[src/rtl/rv32i_pkg.sv]
// Shared core package: common widths, arbiter state encoding and default
// arbiter limits used by the memory-port arbiter and its helpers.
package rv32i;

  localparam int INST_WIDTH = 32;
  localparam int XLEN       = 32;

  // Default arbiter limits
  localparam int DEF_MAX_DM_STREAK = 4;
  localparam int DEF_ACK_TIMEOUT   = 255;

  // All byte lanes enabled (instruction fetches are always full words)
  localparam logic [3:0] BE_WORD = 4'hF;

  typedef enum logic [1:0] {
    IDLE    = 2'd0,
    BUSY_IF = 2'd1,
    BUSY_DM = 2'd2,
    RESP    = 2'd3
  } mem_arb_state_t;

  // Bits needed to hold values 0..max_val (never less than one bit)
  function automatic int cnt_width(input int max_val);
    int w;
    w = $clog2(max_val + 1);
    return (w < 1) ? 1 : w;
  endfunction

endpackage

[src/rtl/arb_timeout_counter.sv]
// Busy-cycle counter for the memory-port arbiter. Cleared on every grant,
// counts each busy cycle, and flags expiry during the LIMIT-th busy cycle.
module arb_timeout_counter
  import rv32i::*;
#(
  parameter int LIMIT = DEF_ACK_TIMEOUT
) (
  input  logic clk,
  input  logic rst_n,
  input  logic clear,
  input  logic enable,
  output logic expired
);

  localparam int CW = cnt_width(LIMIT);
  localparam logic [CW-1:0] LAST = CW'(LIMIT - 1);

  logic [CW-1:0] count_reg;

  // Count busy cycles since the last grant; hold at the last value
  always_ff @(posedge clk or negedge rst_n) begin
    if (!rst_n) begin
      count_reg <= '0;
    end else if (clear) begin
      count_reg <= '0;
    end else if (enable && (count_reg != LAST)) begin
      count_reg <= count_reg + 1'b1;
    end
  end

  // count_reg holds the number of busy cycles already completed, so the
  // LIMIT-th busy cycle is the one where it equals LIMIT-1
  assign expired = enable && (count_reg == LAST);

endmodule

[src/rtl/mem_port_arbiter.sv]
// Arbitrates an instruction-fetch port and a data port onto one registered
// memory port. Data wins by default; a streak counter guarantees fetch
// progress, a discard flag absorbs flushed fetches, and a timeout turns a
// missing acknowledge into an error completion.
module mem_port_arbiter
  import rv32i::*;
#(
  parameter int MAX_DM_STREAK = DEF_MAX_DM_STREAK,
  parameter int ACK_TIMEOUT   = DEF_ACK_TIMEOUT
) (
  input  logic                  clk,
  input  logic                  rst_n,
  // instruction fetch side
  input  logic                  if_req,
  input  logic                  if_flush,
  input  logic [XLEN-1:0]       if_addr,
  output logic [INST_WIDTH-1:0] if_rdata,
  output logic                  if_valid,
  output logic                  if_err,
  // data side
  input  logic                  dm_req,
  input  logic                  dm_we,
  input  logic [XLEN-1:0]       dm_addr,
  input  logic [XLEN-1:0]       dm_wdata,
  input  logic [3:0]            dm_be,
  output logic [XLEN-1:0]       dm_rdata,
  output logic                  dm_valid,
  output logic                  dm_err,
  // memory side
  output logic                  mem_req,
  output logic                  mem_we,
  output logic [XLEN-1:0]       mem_addr,
  output logic [XLEN-1:0]       mem_wdata,
  output logic [3:0]            mem_be,
  input  logic [XLEN-1:0]       mem_rdata,
  input  logic                  mem_ack,
  // stall indications
  output logic                  if_stall,
  output logic                  dm_stall
);

  localparam int SW = cnt_width(MAX_DM_STREAK);
  localparam logic [SW-1:0] STREAK_MAX = SW'(MAX_DM_STREAK);

  mem_arb_state_t        state_reg;
  logic [SW-1:0]         streak_reg;
  logic                  discard_reg;

  logic                  mem_req_reg;
  logic                  mem_we_reg;
  logic [XLEN-1:0]       mem_addr_reg;
  logic [XLEN-1:0]       mem_wdata_reg;
  logic [3:0]            mem_be_reg;

  logic [INST_WIDTH-1:0] if_rdata_reg;
  logic                  if_valid_reg;
  logic                  if_err_reg;
  logic [XLEN-1:0]       dm_rdata_reg;
  logic                  dm_valid_reg;
  logic                  dm_err_reg;

  logic                  grant_if;
  logic                  grant_dm;
  logic                  busy;
  logic                  timeout_expired;
  logic                  if_drop;

  assign busy = (state_reg == BUSY_IF) || (state_reg == BUSY_DM);

  // A fetch completion is dropped if it was flushed earlier or is flushed now
  assign if_drop = discard_reg || if_flush;

  // Grant decision, only taken in IDLE; a saturated streak hands the port to IF
  always_comb begin
    grant_if = 1'b0;
    grant_dm = 1'b0;
    if (state_reg == IDLE) begin
      if (if_req && !if_flush && (streak_reg == STREAK_MAX)) begin
        grant_if = 1'b1;
      end else if (dm_req) begin
        grant_dm = 1'b1;
      end else if (if_req && !if_flush) begin
        grant_if = 1'b1;
      end
    end
  end

  arb_timeout_counter #(
    .LIMIT (ACK_TIMEOUT)
  ) u_timeout (
    .clk     (clk),
    .rst_n   (rst_n),
    .clear   (grant_if || grant_dm),
    .enable  (busy),
    .expired (timeout_expired)
  );

  // Arbiter FSM with registered memory-port and completion outputs
  always_ff @(posedge clk or negedge rst_n) begin
    if (!rst_n) begin
      state_reg     <= IDLE;
      streak_reg    <= '0;
      discard_reg   <= 1'b0;
      mem_req_reg   <= 1'b0;
      mem_we_reg    <= 1'b0;
      mem_addr_reg  <= '0;
      mem_wdata_reg <= '0;
      mem_be_reg    <= '0;
      if_rdata_reg  <= '0;
      if_valid_reg  <= 1'b0;
      if_err_reg    <= 1'b0;
      dm_rdata_reg  <= '0;
      dm_valid_reg  <= 1'b0;
      dm_err_reg    <= 1'b0;
    end else begin
      // completion strobes are single-cycle pulses
      if_valid_reg <= 1'b0;
      if_err_reg   <= 1'b0;
      dm_valid_reg <= 1'b0;
      dm_err_reg   <= 1'b0;

      case (state_reg)
        IDLE: begin
          if (grant_dm) begin
            state_reg     <= BUSY_DM;
            mem_req_reg   <= 1'b1;
            mem_we_reg    <= dm_we;
            mem_addr_reg  <= dm_addr;
            mem_wdata_reg <= dm_wdata;
            mem_be_reg    <= dm_be;
            // only DM grants that keep IF waiting extend the streak
            if (!if_req) begin
              streak_reg <= '0;
            end else if (streak_reg != STREAK_MAX) begin
              streak_reg <= streak_reg + 1'b1;
            end
          end else if (grant_if) begin
            state_reg     <= BUSY_IF;
            mem_req_reg   <= 1'b1;
            mem_we_reg    <= 1'b0;
            mem_addr_reg  <= if_addr;
            mem_wdata_reg <= '0;
            mem_be_reg    <= BE_WORD;
            streak_reg    <= '0;
          end
        end

        BUSY_IF: begin
          if (if_flush) begin
            discard_reg <= 1'b1;
          end
          // acknowledge beats a timeout expiring in the same cycle
          if (mem_ack) begin
            state_reg   <= RESP;
            mem_req_reg <= 1'b0;
            if (!if_drop) begin
              if_valid_reg <= 1'b1;
              if_rdata_reg <= mem_rdata;
            end
          end else if (timeout_expired) begin
            state_reg   <= RESP;
            mem_req_reg <= 1'b0;
            if (!if_drop) begin
              if_valid_reg <= 1'b1;
              if_err_reg   <= 1'b1;
              if_rdata_reg <= '0;
            end
          end
        end

        BUSY_DM: begin
          if (mem_ack) begin
            state_reg    <= RESP;
            mem_req_reg  <= 1'b0;
            dm_valid_reg <= 1'b1;
            dm_rdata_reg <= mem_we_reg ? '0 : mem_rdata;
          end else if (timeout_expired) begin
            state_reg    <= RESP;
            mem_req_reg  <= 1'b0;
            dm_valid_reg <= 1'b1;
            dm_err_reg   <= 1'b1;
            dm_rdata_reg <= '0;
          end
        end

        RESP: begin
          state_reg   <= IDLE;
          discard_reg <= 1'b0;
        end

        default: begin
          state_reg <= IDLE;
        end
      endcase
    end
  end

  assign mem_req   = mem_req_reg;
  assign mem_we    = mem_we_reg;
  assign mem_addr  = mem_addr_reg;
  assign mem_wdata = mem_wdata_reg;
  assign mem_be    = mem_be_reg;

  // A flush arriving in the response cycle still cancels the fetch result
  assign if_rdata = if_rdata_reg;
  assign if_valid = if_valid_reg && !if_flush;
  assign if_err   = if_err_reg && !if_flush;

  assign dm_rdata = dm_rdata_reg;
  assign dm_valid = dm_valid_reg;
  assign dm_err   = dm_err_reg;

  assign if_stall = if_req && !if_valid;
  assign dm_stall = dm_req && !dm_valid;

endmodule

[config.mk]
export PLATFORM = sky130hd
export DESIGN_NAME = mem_port_arbiter
export DESIGN_NICKNAME = d
export VERILOG_FILES = /design/src/rtl/rv32i_pkg.sv /design/src/rtl/arb_timeout_counter.sv /design/src/rtl/mem_port_arbiter.sv
export SDC_FILE = /design/constraint.sdc
export NUM_CORES = 1
export LEC_CHECK = 0
export BUFFER_PORTS_ARGS = -buffer_cell sky130_fd_sc_hd__buf_2
export CAP_MARGIN = 0
export CORE_UTILIZATION = 48
export DETAILED_ROUTE_END_ITERATION = 6
export PLACE_DENSITY_LB_ADDON = 0.2
export SLEW_MARGIN = 20
export SYNTH_ARGS = -nofsm -noshare
export SYNTH_HDL_FRONTEND = slang
export SYNTH_SLANG_ARGS = --single-unit
[constraint.sdc]
create_clock -name clk -period 2.1 [get_ports clk]
set_clock_uncertainty 0.2 [all_clocks]
set_input_delay 0.105 -clock clk [delete_from_list [all_inputs] [get_ports clk]]
set_output_delay 0.105 -clock clk [all_outputs]
set_load 0.01 [all_outputs]
==> impl_metrics.yaml <==
status:
  status: "finished clean"
yosys:
  yosys_warnings: 0
  synthMuxAreaShare_pct: 0.607
  synthSimpleGateAreaFrac_pct: 11.3
  ys_types: 41
  synth_top_family_by_area: "compound AO/OA/AOI/OAI gates"
  syn-num-nets: 831
  synth-adder-area-share_pct: 1.47
  syn_inst: 684
  syn_avg_cell_area_sq_um: 9.95
  synth-compound-area-share_pct: 24.3
  synth_area_sq_um: 6810
  synth_xor_area_share_pct: 0.386
  synthArstFlopShare_pct: 100
  synth_edf_count: 0
  ys.flop_type: "dfrtp_1"
  yosys.area.top_type: "dfrtp_1"
  synth_seq_area_share_pct: 55.9
  yosys.area.top_type_share_pct: 55.9
  synthTopCellsByArea: "dfrtp_1, a21oi_1, a22o_1"
  synth_seq_cells: 152
sta:
  slew-limit-headroom_pct: 63.7
  fmax_mhz: 507
  min_period_over_period_pct: 93.9
  setup_viol: 0
  tns_ns: 0
  hold_viol_final: 0
  grt_setup_unrepaired: "false"
  tightest_slew_ns: 0.545
  final_max_slew_viol_count: 0
  min_period_ns: 1.97
critical_path:
  crit_required_ns: 2.21
  critPathLaunchType: "flip-flop"
  crit_chain: "inv_1 > ha_1 > nand3_1 > nor2_2 > a21oi_4 > buf_12 > a21o_1"
  slowest_stage: "dfrtp_1"
  worst-setup-path-type: "reg2reg"
  path_buf_inv: 2
  critPathCaptureType: "flip-flop"
  r2r-start: "u_timeout.count_reg[0]"
  cp_top_family: "simple AND/OR/NAND/NOR gates"
  crit_arrival_ns: 2.08
  reg2reg_slack_ns: 0.13
  reg2reg_to: "dm_rdata[14]"
  cp_slowest_stage_delay_ns: 0.41
  rr_worst_depth: 7
  cp_num_cells: 7
  path_max_fanout: 40
drt:
  routedWlPerCell_um: 17.9
  dr.pass1.iters: 4
  final_antenna_net_count: 0
  wl_um: 22900
  vias: 7039
  viasPerCell: 5.48
  drc: 0
  drt-initial-drc-count: 476
clocking:
  clock_latency_ns: 0.42
  clk_path_buf_depth: 2
  post-cts-setup-buffers: 0
  cts_buffers: 17
  cts_root_buffer: "clkbuf_16"
  cts_sinks: 152
  htree_num_levels: 4
  cts_tree: "yes"
  path_clk_slew_ns: 0.07
power_and_ir_drop:
  p_leak_nw: 5.06
  power.switching_mw: 5.07
  swShare_pct: 38.7
  seqPwrFrac_pct: 37.3
  internal_power_mw: 8.02
  clkPwrFrac_pct: 21.4
  p_per_area_nw_per_um2: 1250
  peakVddDrop_mv: 0.808
  pwr-share-comb_pct: 41.2
die:
  die_h_um: 121
  start_util_pct: 49.0
  rows: 43
  core-area_sq_um: 13900
  dieArea_sq_um: 14700
  die_w_um: 121
  io_pins: 279
place:
  hpwlAfterDp_um: 13100
  numPortBuffers: 278
  finalWeightedCongestion: 0.780
finish:
  area_growth_pct: 53.3
  utilization_pct: 75.2
  layout-drive-gt1-share_pct: 31.2
  final_nets: 1240
  diodes: 0
min_path:
  hold_path_class: "in2reg"
  holdPathEnd: "mem_wdata[21]"
  hp-start: "dm_wdata[21]"
  worstHoldPathCells: 3
grt:
  grt_overflow: 0
  grt_pass1_wl_um: 35400
  grt_pass1_vias: 6884
  grt_util_all_layers_pct: 31.4
  grt_start_max_net_pins: 42
  antenna_found_initial: 1
run:
  maxCapViolations: 0
-- how the worst max path moves through the flow --
stage	startpoint	slack (ns)	to
floorplan	state_reg[0]	0.30	state_reg[1]
global placement	state_reg[1]	0.1	state_reg[0]
detailed placement	state_reg[1]	0.04	state_reg[0]
CTS	state_reg[1]	0.02	state_reg[0]
global route	u_timeout.count_reg[0]	0.008	dm_rdata[25]
finish	u_timeout.count_reg[0]	0.13	dm_rdata[14]
-- Yosys cell counts (7+ instances only) --
| cell type | number |
|---|---|
| a21o_1 | 32 |
| a21oi_1 | 100 |
| a22o_1 | 34 |
| buf_1 | 8 |
| buf_2 | 22 |
| clkbuf_1 | 15 |
| dfrtp_1 | 152 |
| ha_1 | 8 |
| inv_1 | 39 |
| nand2_1 | 38 |
| nand3_1 | 39 |
| nor2_1 | 71 |
| nor2b_1 | 7 |
| o21ai_0 | 38 |
| o2bb2ai_1 | 33 |
-- cell families after synthesis --
kind of cell               count (synthesis)
buffers and inverters                     92
AOI/OAI and AO/OA                        253
xor gates and xnor gates                   3
DFF                                      152
muxes                                      4
and+or+nand+nor                          172
adders and majority gates                  8
-- final cells by class --
class / count / area (sq um)
Clock buffer: 19 / 443
Clock inverter: 12 / 92.6
Fill cell: 927 / 3440
Inverter: 39 / 146
Multi-Input combinational cell: 441 / 2620
Sequential cell: 152 / 3800
Tap cell: 180 / 225
Timing Repair Buffer: 442 / 3100
-- per-layer routing --
metal | share of wire, % | global-route usage, % | wire length [um]
met4 | 4.0 | 15.6 | 914
met5 | 0.057 | 0 | 13
met3 | 8.4 | 9.35 | 1940
met1 | 39 | 37.4 | 9010
met2 | 48 | 51.7 | 11100
-- cells in the final DEF (no fill, tap or decap), types with 2 or more instances in the layout --
cell | synthesis | routed
o22a_1 | 5 | 5
o2bb2ai_1 | 33 | 33
a21oi_1 | 100 | 99
and3_1 | 5 | 5
buf_12 | 0 | 10
xor2_1 | 2 | 2
clkinv_4 | 0 | 2
nand2_1 | 38 | 38
clkbuf_16 | 0 | 17
a31oi_1 | 2 | 2
inv_6 | 0 | 4
a21o_1 | 32 | 32
inv_1 | 39 | 39
nand3_1 | 39 | 39
clkinvlp_4 | 0 | 4
ha_1 | 8 | 7
o21ai_0 | 38 | 37
nor2b_2 | 1 | 2
nand4_1 | 3 | 3
nor2_1 | 71 | 71
buf_2 | 22 | 277
nor2b_1 | 7 | 6
mux2i_1 | 3 | 3
and2_1 | 2 | 2
a22o_1 | 34 | 34
o31ai_1 | 2 | 2
dlygate4sd3_1 | 0 | 139
dfrtp_1 | 152 | 152
clkinv_2 | 0 | 2
buf_4 | 5 | 15
-- worst reg2reg max path, cell delays in order, from the launching register on --
cell     delay [ns]
dfrtp_1        0.41
inv_1          0.10
ha_1           0.20
nand3_1        0.20
nor2_2         0.25
a21oi_4        0.11
buf_12         0.19
a21o_1         0.22
-- repair_timing --
| item | CTS | global route |
|---|---|---|
| gates resized for setup | 0 | 4 |
| hold buffers | 140 | 0 |
| hold endpoints to repair | 291 | 0 |
| setup endpoints to repair | 0 | 11 |
-- stage by stage --
stage                     instance area (sq um)  cells  total power [mW]  hold WS, ns  setup WS [ns]
final                                     10400   1285              13.1        0.236          0.129
after CTS                                 10400   1284              12.9        0.229         0.0156
after detailed placement                   8470   1113              9.84       -0.130         0.0362
after global routing                      10400   1285              13.9        0.253        0.00776
after global placement                     8470   1113              9.70       -0.131         0.0981
after floorplan                            6810    684              7.76       -0.391          0.299
-- power groups by stage --
stage	clock network (mW)	logic, mW	registers, mW
2_1_floorplan	0	2.48	5.28
3_3_place_gp	0	4.88	4.82
3_5_place_dp	0	4.99	4.85
4_1_cts	2.82	5.22	4.82
5_1_grt	2.96	5.89	5.02
6_report	2.80	5.40	4.89
No activity file was read; power rests on OpenSTA's default activity.
